$ cat config.mk
export PLATFORM = sky130hd
export DESIGN_NAME = spi_pack_tx
export DESIGN_NICKNAME = d
export VERILOG_FILES = /design/src/rtl/spi_pack_tx.sv
export SDC_FILE = /design/constraint.sdc
export NUM_CORES = 1
export LEC_CHECK = 0
export CORE_AREA = 4 4 106 108
export CTS_CLUSTER_SIZE = 16
export DETAILED_ROUTE_END_ITERATION = 12
export DIE_AREA = 0 0 110 112
export PLACE_DENSITY_LB_ADDON = 0.25
export SETUP_SLACK_MARGIN = 0.15
export SYNTH_ARGS = -nofsm -noshare
export SYNTH_HDL_FRONTEND = slang
export SYNTH_SLANG_ARGS = --single-unit
$ cat constraint.sdc
create_clock -name clk -period 5.1 [get_ports clk]
set_clock_uncertainty 0.05 [all_clocks]
set_input_delay 1.53 -clock clk [delete_from_list [all_inputs] [get_ports clk]]
set_output_delay 1.53 -clock clk [all_outputs]
set_load 0.005 [all_outputs]
$ cat src/rtl/spi_pack_tx.sv
// spi_pack_tx -- serial packet transmitter for the command link.
//
// Frames PAYLOAD_BYTES payload bytes as HDR0, HDR1, payload, CRC[15:8],
// CRC[7:0] and shifts every byte out MSB-first on spi_din, with a generated
// serial clock on spi_sclk. The receiver samples on the rising edge of
// spi_sclk. After the CRC, both lines stay low for an idle gap.
//
// Ports:
//   clk      in   system clock (only clock)
//   rst      in   synchronous active-high reset
//   start    in   single-cycle frame request, honoured only while idle
//   s_data   in   payload byte
//   s_valid  in   s_data is valid
//   s_ready  out  payload byte is being taken (transfer = s_valid && s_ready)
//   busy     out  frame (including gap) in progress
//   done     out  one-cycle end-of-frame pulse
//   crc_out  out  CRC-16/CCITT-FALSE of the last completed frame
//   spi_sclk out  serial clock, idle low
//   spi_din  out  serial data, changes only while spi_sclk is low
module spi_pack_tx #(
  parameter int unsigned PAYLOAD_BYTES = 36,
  parameter int unsigned CLK_DIV       = 4,
  parameter int unsigned GAP_BITS      = 16,
  parameter logic [7:0]  HDR0          = 8'hEB,
  parameter logic [7:0]  HDR1          = 8'h90
) (
  input  logic        clk,
  input  logic        rst,
  input  logic        start,
  input  logic [7:0]  s_data,
  input  logic        s_valid,
  output logic        s_ready,
  output logic        busy,
  output logic        done,
  output logic [15:0] crc_out,
  output logic        spi_sclk,
  output logic        spi_din
);

  typedef enum logic [2:0] {
    S_IDLE,
    S_LOAD,
    S_SHIFT,
    S_GAP,
    S_DONE
  } state_t;

  // byte_idx counts bytes already loaded into the shifter in this frame.
  // Indices 0/1 are the header, 2..PAYLOAD_BYTES+1 the payload, then CRC.
  localparam logic [8:0]  CRC_HI_IDX = 9'(PAYLOAD_BYTES + 2);
  localparam logic [8:0]  CRC_LO_IDX = 9'(PAYLOAD_BYTES + 3);
  localparam logic [8:0]  LAST_IDX   = 9'(PAYLOAD_BYTES + 4);
  localparam logic [15:0] DIV_LAST   = 16'(CLK_DIV - 1);
  localparam logic [31:0] GAP_CYC    = 32'(GAP_BITS * 2 * CLK_DIV);

  state_t      state_q, state_d;
  logic [8:0]  byte_idx_q, byte_idx_d;
  logic [2:0]  bit_q, bit_d;
  logic [15:0] div_q, div_d;
  logic        phase_q, phase_d;       // 0: sclk low half, 1: sclk high half
  logic [7:0]  shift_q, shift_d;
  logic [31:0] gap_q, gap_d;
  logic [15:0] crc_q, crc_d;
  logic [15:0] crc_out_q, crc_out_d;
  logic        sclk_q, sclk_d;
  logic        din_q, din_d;
  logic        busy_q, busy_d;
  logic        done_q, done_d;
  logic        ready_q, ready_d;

  logic        load_fire, pay_fire, half_end, byte_end, gap_end;
  logic [7:0]  load_byte;

  // Byte-wise CRC-16/CCITT-FALSE update (poly 0x1021, MSB first).
  function automatic logic [15:0] crc16_byte(input logic [15:0] c_in,
                                             input logic [7:0]  b);
    logic [15:0] c;
    c = c_in ^ {b, 8'h00};
    for (int i = 0; i < 8; i++) begin
      c = c[15] ? ((c << 1) ^ 16'h1021) : (c << 1);
    end
    return c;
  endfunction

  function automatic logic is_payload(input logic [8:0] idx);
    return (idx >= 9'd2) && (idx < CRC_HI_IDX);
  endfunction

  // In LOAD, ready_q is high exactly when the next byte is payload, so a
  // header/CRC byte loads unconditionally and a payload byte waits for s_valid.
  assign pay_fire  = (state_q == S_LOAD) && ready_q && s_valid;
  assign load_fire = (state_q == S_LOAD) && (!ready_q || s_valid);
  assign half_end  = (state_q == S_SHIFT) && (div_q == DIV_LAST);
  assign byte_end  = half_end && phase_q && (bit_q == 3'd0);
  assign gap_end   = (state_q == S_GAP) && (gap_q == GAP_CYC - 32'd1);

  always_comb begin
    if (byte_idx_q == 9'd0)           load_byte = HDR0;
    else if (byte_idx_q == 9'd1)      load_byte = HDR1;
    else if (byte_idx_q == CRC_HI_IDX) load_byte = crc_q[15:8];
    else if (byte_idx_q == CRC_LO_IDX) load_byte = crc_q[7:0];
    else                              load_byte = s_data;
  end

  // State and datapath registers.
  always_ff @(posedge clk) begin
    if (rst) begin
      state_q    <= S_IDLE;
      byte_idx_q <= '0;
      bit_q      <= '0;
      div_q      <= '0;
      phase_q    <= 1'b0;
      shift_q    <= '0;
      gap_q      <= '0;
      crc_q      <= 16'hFFFF;
      crc_out_q  <= 16'h0000;
      sclk_q     <= 1'b0;
      din_q      <= 1'b0;
      busy_q     <= 1'b0;
      done_q     <= 1'b0;
      ready_q    <= 1'b0;
    end else begin
      state_q    <= state_d;
      byte_idx_q <= byte_idx_d;
      bit_q      <= bit_d;
      div_q      <= div_d;
      phase_q    <= phase_d;
      shift_q    <= shift_d;
      gap_q      <= gap_d;
      crc_q      <= crc_d;
      crc_out_q  <= crc_out_d;
      sclk_q     <= sclk_d;
      din_q      <= din_d;
      busy_q     <= busy_d;
      done_q     <= done_d;
      ready_q    <= ready_d;
    end
  end

  // Next-state logic.
  always_comb begin
    state_d = state_q;
    case (state_q)
      S_IDLE:  if (start) state_d = S_LOAD;
      S_LOAD:  if (load_fire) state_d = S_SHIFT;
      S_SHIFT: begin
        if (byte_end) begin
          if (byte_idx_q != LAST_IDX) state_d = S_LOAD;
          else if (GAP_CYC == 32'd0)  state_d = S_DONE;
          else                        state_d = S_GAP;
        end
      end
      S_GAP:   if (gap_end) state_d = S_DONE;
      S_DONE:  state_d = S_IDLE;
      default: state_d = S_IDLE;
    endcase
  end

  // Datapath and registered-output next values.
  always_comb begin
    byte_idx_d = byte_idx_q;
    bit_d      = bit_q;
    div_d      = div_q;
    phase_d    = phase_q;
    shift_d    = shift_q;
    gap_d      = gap_q;
    crc_d      = crc_q;
    crc_out_d  = crc_out_q;
    din_d      = din_q;

    case (state_q)
      S_IDLE: begin
        if (start) begin
          byte_idx_d = '0;
          crc_d      = 16'hFFFF;
        end
      end
      S_LOAD: begin
        if (load_fire) begin
          shift_d    = load_byte;
          bit_d      = 3'd7;
          div_d      = '0;
          phase_d    = 1'b0;
          din_d      = load_byte[7];
          byte_idx_d = byte_idx_q + 9'd1;
          if (pay_fire) crc_d = crc16_byte(crc_q, s_data);
        end
      end
      S_SHIFT: begin
        gap_d = '0;
        if (half_end) begin
          div_d   = '0;
          phase_d = ~phase_q;
          // Next bit appears on the same edge sclk falls; bit 0 is held
          // through LOAD until the next byte is loaded.
          if (phase_q && (bit_q != 3'd0)) begin
            bit_d   = bit_q - 3'd1;
            shift_d = {shift_q[6:0], 1'b0};
            din_d   = shift_q[6];
          end
        end else begin
          div_d = div_q + 16'd1;
        end
      end
      S_GAP:   gap_d = gap_q + 32'd1;
      default: ;
    endcase

    if (state_d == S_IDLE || state_d == S_GAP || state_d == S_DONE) din_d = 1'b0;
    if (state_d == S_DONE) crc_out_d = crc_q;

    sclk_d  = (state_d == S_SHIFT) && phase_d;
    busy_d  = (state_d == S_LOAD) || (state_d == S_SHIFT) || (state_d == S_GAP);
    done_d  = (state_d == S_DONE);
    ready_d = (state_d == S_LOAD) && is_payload(byte_idx_d);
  end

  assign s_ready  = ready_q;
  assign busy     = busy_q;
  assign done     = done_q;
  assign crc_out  = crc_out_q;
  assign spi_sclk = sclk_q;
  assign spi_din  = din_q;

endmodule

==> results.toml <==
[finish]
layout_common_cells = "108 x dfxtp_1, 96 x nor2_1, 65 x nand2_1"
drive_above_1_share = 0.0519
syn_to_final_growth_pct = 10.1
final_nets = 710
instances_no_fill = 829
diodes = 0
utilization = 0.599
mostFrequentLayoutCell = "dfxtp_1"

[detailed_routing]
drt_first_pass_iters = 5
finalWirelength_um = 13100
first_iter_violations = 267
drc = 0
drt.antenna.violating_nets = 0
wire_per_inst_um = 15.8
vias = 4911
via_per_inst = 5.92

[critical_path]
cp-start-kind = "primary input"
worstReg2RegStart = "state_q[0]"
worstSetupEndpointType = "flip-flop"
critPathMaxFanout = 4
crit_arrival_ps = 3840
cp-startpoint = "start"
crit_required_ps = 5340
setup.worst_path.class = "primary input to flip-flop"

[die]
die_w_um = 110
io_pins = 33
initial_utilization = 0.543
row_count = 37
die_h_um = 112
die_area_um2 = 12300
core_area_um2 = 10200

[timing]
setup-violations-final = 0
grt_setup_unrepaired = "no"
fmax_mhz = 278
slew_headroom = 0.308
final_max_slew_viol_count = 0
finalWorstSetupSlack_ps = 1500
worstMarginPinSlew_ps = 1020
fin_setup_tns_ps = 0
final_hold_viol_count = 0
finalCritPeriodShare = 0.706
period_minus_slack_ps = 3600

[synth]
yosys_warnings = 0
ys_types = 63
ys_ff_latch = 108
yosysSeqAreaShare = 0.389
synth_ff_type = "dfxtp_1"
syn_avg_cell_area_um2 = 8.20
synthCells = 678
async_flop_share = 0
synth.cell_area_um2 = 5560
synth_edf_count = 0
syn_nets = 699

[worst_hold_path]
min_path_type = "flip-flop to flip-flop"
hp-start = "shift_q[3]"

[clock_tree]
cts_inserted_buffers = 9
clk_latency_ps = 370
root_buffer = "clkbuf_8"
cts-hold-fix-buffers = 0
cts_sinks = 108
clk_pin_slew_ps = 100
clockBufferDepth = 2
htreeDepth = 3
tritoncts = "built"
cts_resized = 0
cts_setup_buffers = 0

[grt]
antenna_found_initial = 0
grt_usage = 0.221
grt_pass1_wl_um = 22400
grt_max_degree = 58
grt.overflow.total = 0
grt_pass1_vias = 4819

[placed_design]
dpl.hpwl_um = 9190
pre_cts_ws_ps = 1230
placed_cells = 814
port_buffers = 32
routabilityCongestion = 0.850

[power_and_ir_drop]
finalPower_uw = 1620
power_leakage_uw = 0.00211
vdd_drop_max_v = 0.000152
power.density_nw_per_um2 = 265

[outcome]
outcome = "finished clean"

[flow_run]
cap_violations = 0
-- sequential cells by signal, indices dropped and copies added, names as in the netlist --
| signal | cells |
|---|---|
| gap_q | 32 |
| crc_out | 16 |
| crc_q | 16 |
| div_q | 16 |
| byte_idx_q | 9 |
| shift_q | 7 |
| bit_q | 3 |
| state_q | 3 |
| busy | 1 |
| done | 1 |
| phase_q | 1 |
| s_ready | 1 |
| spi_din | 1 |
| spi_sclk | 1 |
-- through the flow --
stage / hold WS, ps / instance area [um^2]
after floorplan: 383 / 5560
after global placement: 391 / 5910
after detailed placement: 396 / 5910
after CTS: 409 / 6120
after global routing: 449 / 6120
final: 411 / 6120
-- area by class of cell --
cell class | count | area (um^2)
clock inverters | 3 | 45.0
fillers | 916 | 4110
well taps | 136 | 170
inverters | 12 | 45.0
flip-flops and latches | 108 | 2160
clock buffers | 12 | 165
multi-input cells | 523 | 3200
repair buffers | 35 | 338
-- power by group --
group          total (uW)  switching [uW]  internal, uW
sequential            877            18.0           859
combinational         199             125          74.3
clock                 549             284           265
-- critical path: stages --
cell and delay (ps):
clkdlybuf4s50_1 500, nor4b_1 840, nor2_1 140, mux2i_1 330, o211a_1 200, mux2i_1 80, nor4b_2 230
-- path summary, 6_finish.rpt --
| kind | cells after the start | slack [ps] | end |
|---|---|---|---|
| setup / recovery | 7 | 1500 | s_ready |
| hold reg to reg | 2 | 410 | shift_q[3] |
| setup reg to reg | 6 | 2080 | s_ready |
| hold / removal | 2 | 410 | shift_q[3] |
-- synthesized netlist by cell type (14+ instances only) --
library cell | count | area, um^2
clkbuf_1 | 24 | 90.1
nor3_1 | 25 | 125
nand2_1 | 65 | 244
nor2_1 | 96 | 360
mux2i_1 | 24 | 240
xnor2_1 | 16 | 140
nand3_1 | 28 | 140
nand2b_1 | 14 | 87.6
xor2_1 | 30 | 263
dfxtp_1 | 108 | 2160
o21ai_0 | 22 | 110
a21oi_1 | 45 | 225
-- cells by family after synthesis --
kind of cell,after synthesis,share of synthesized area
adders and majority gates,9,0.0203
buffers and inverters,47,0.0360
AOI/OAI and AO/OA,136,0.157
DFF,108,0.389
and+or+nand+nor,305,0.275
muxes,27,0.0500
xor gates and xnor gates,46,0.0725
-- per-layer routing --
metal | GRT usage | vias to the layer above | part of all wire
met1 | 0.285 | 2335 | 0.45
met3 | 0.0307 | 29 | 0.041
met5 | 0 | - | 0
met4 | 0.101 | 0 | 0.026
met2 | 0.361 | 123 | 0.48
li1 | - | 2424 | -
(Power assumes the default switching activity.)
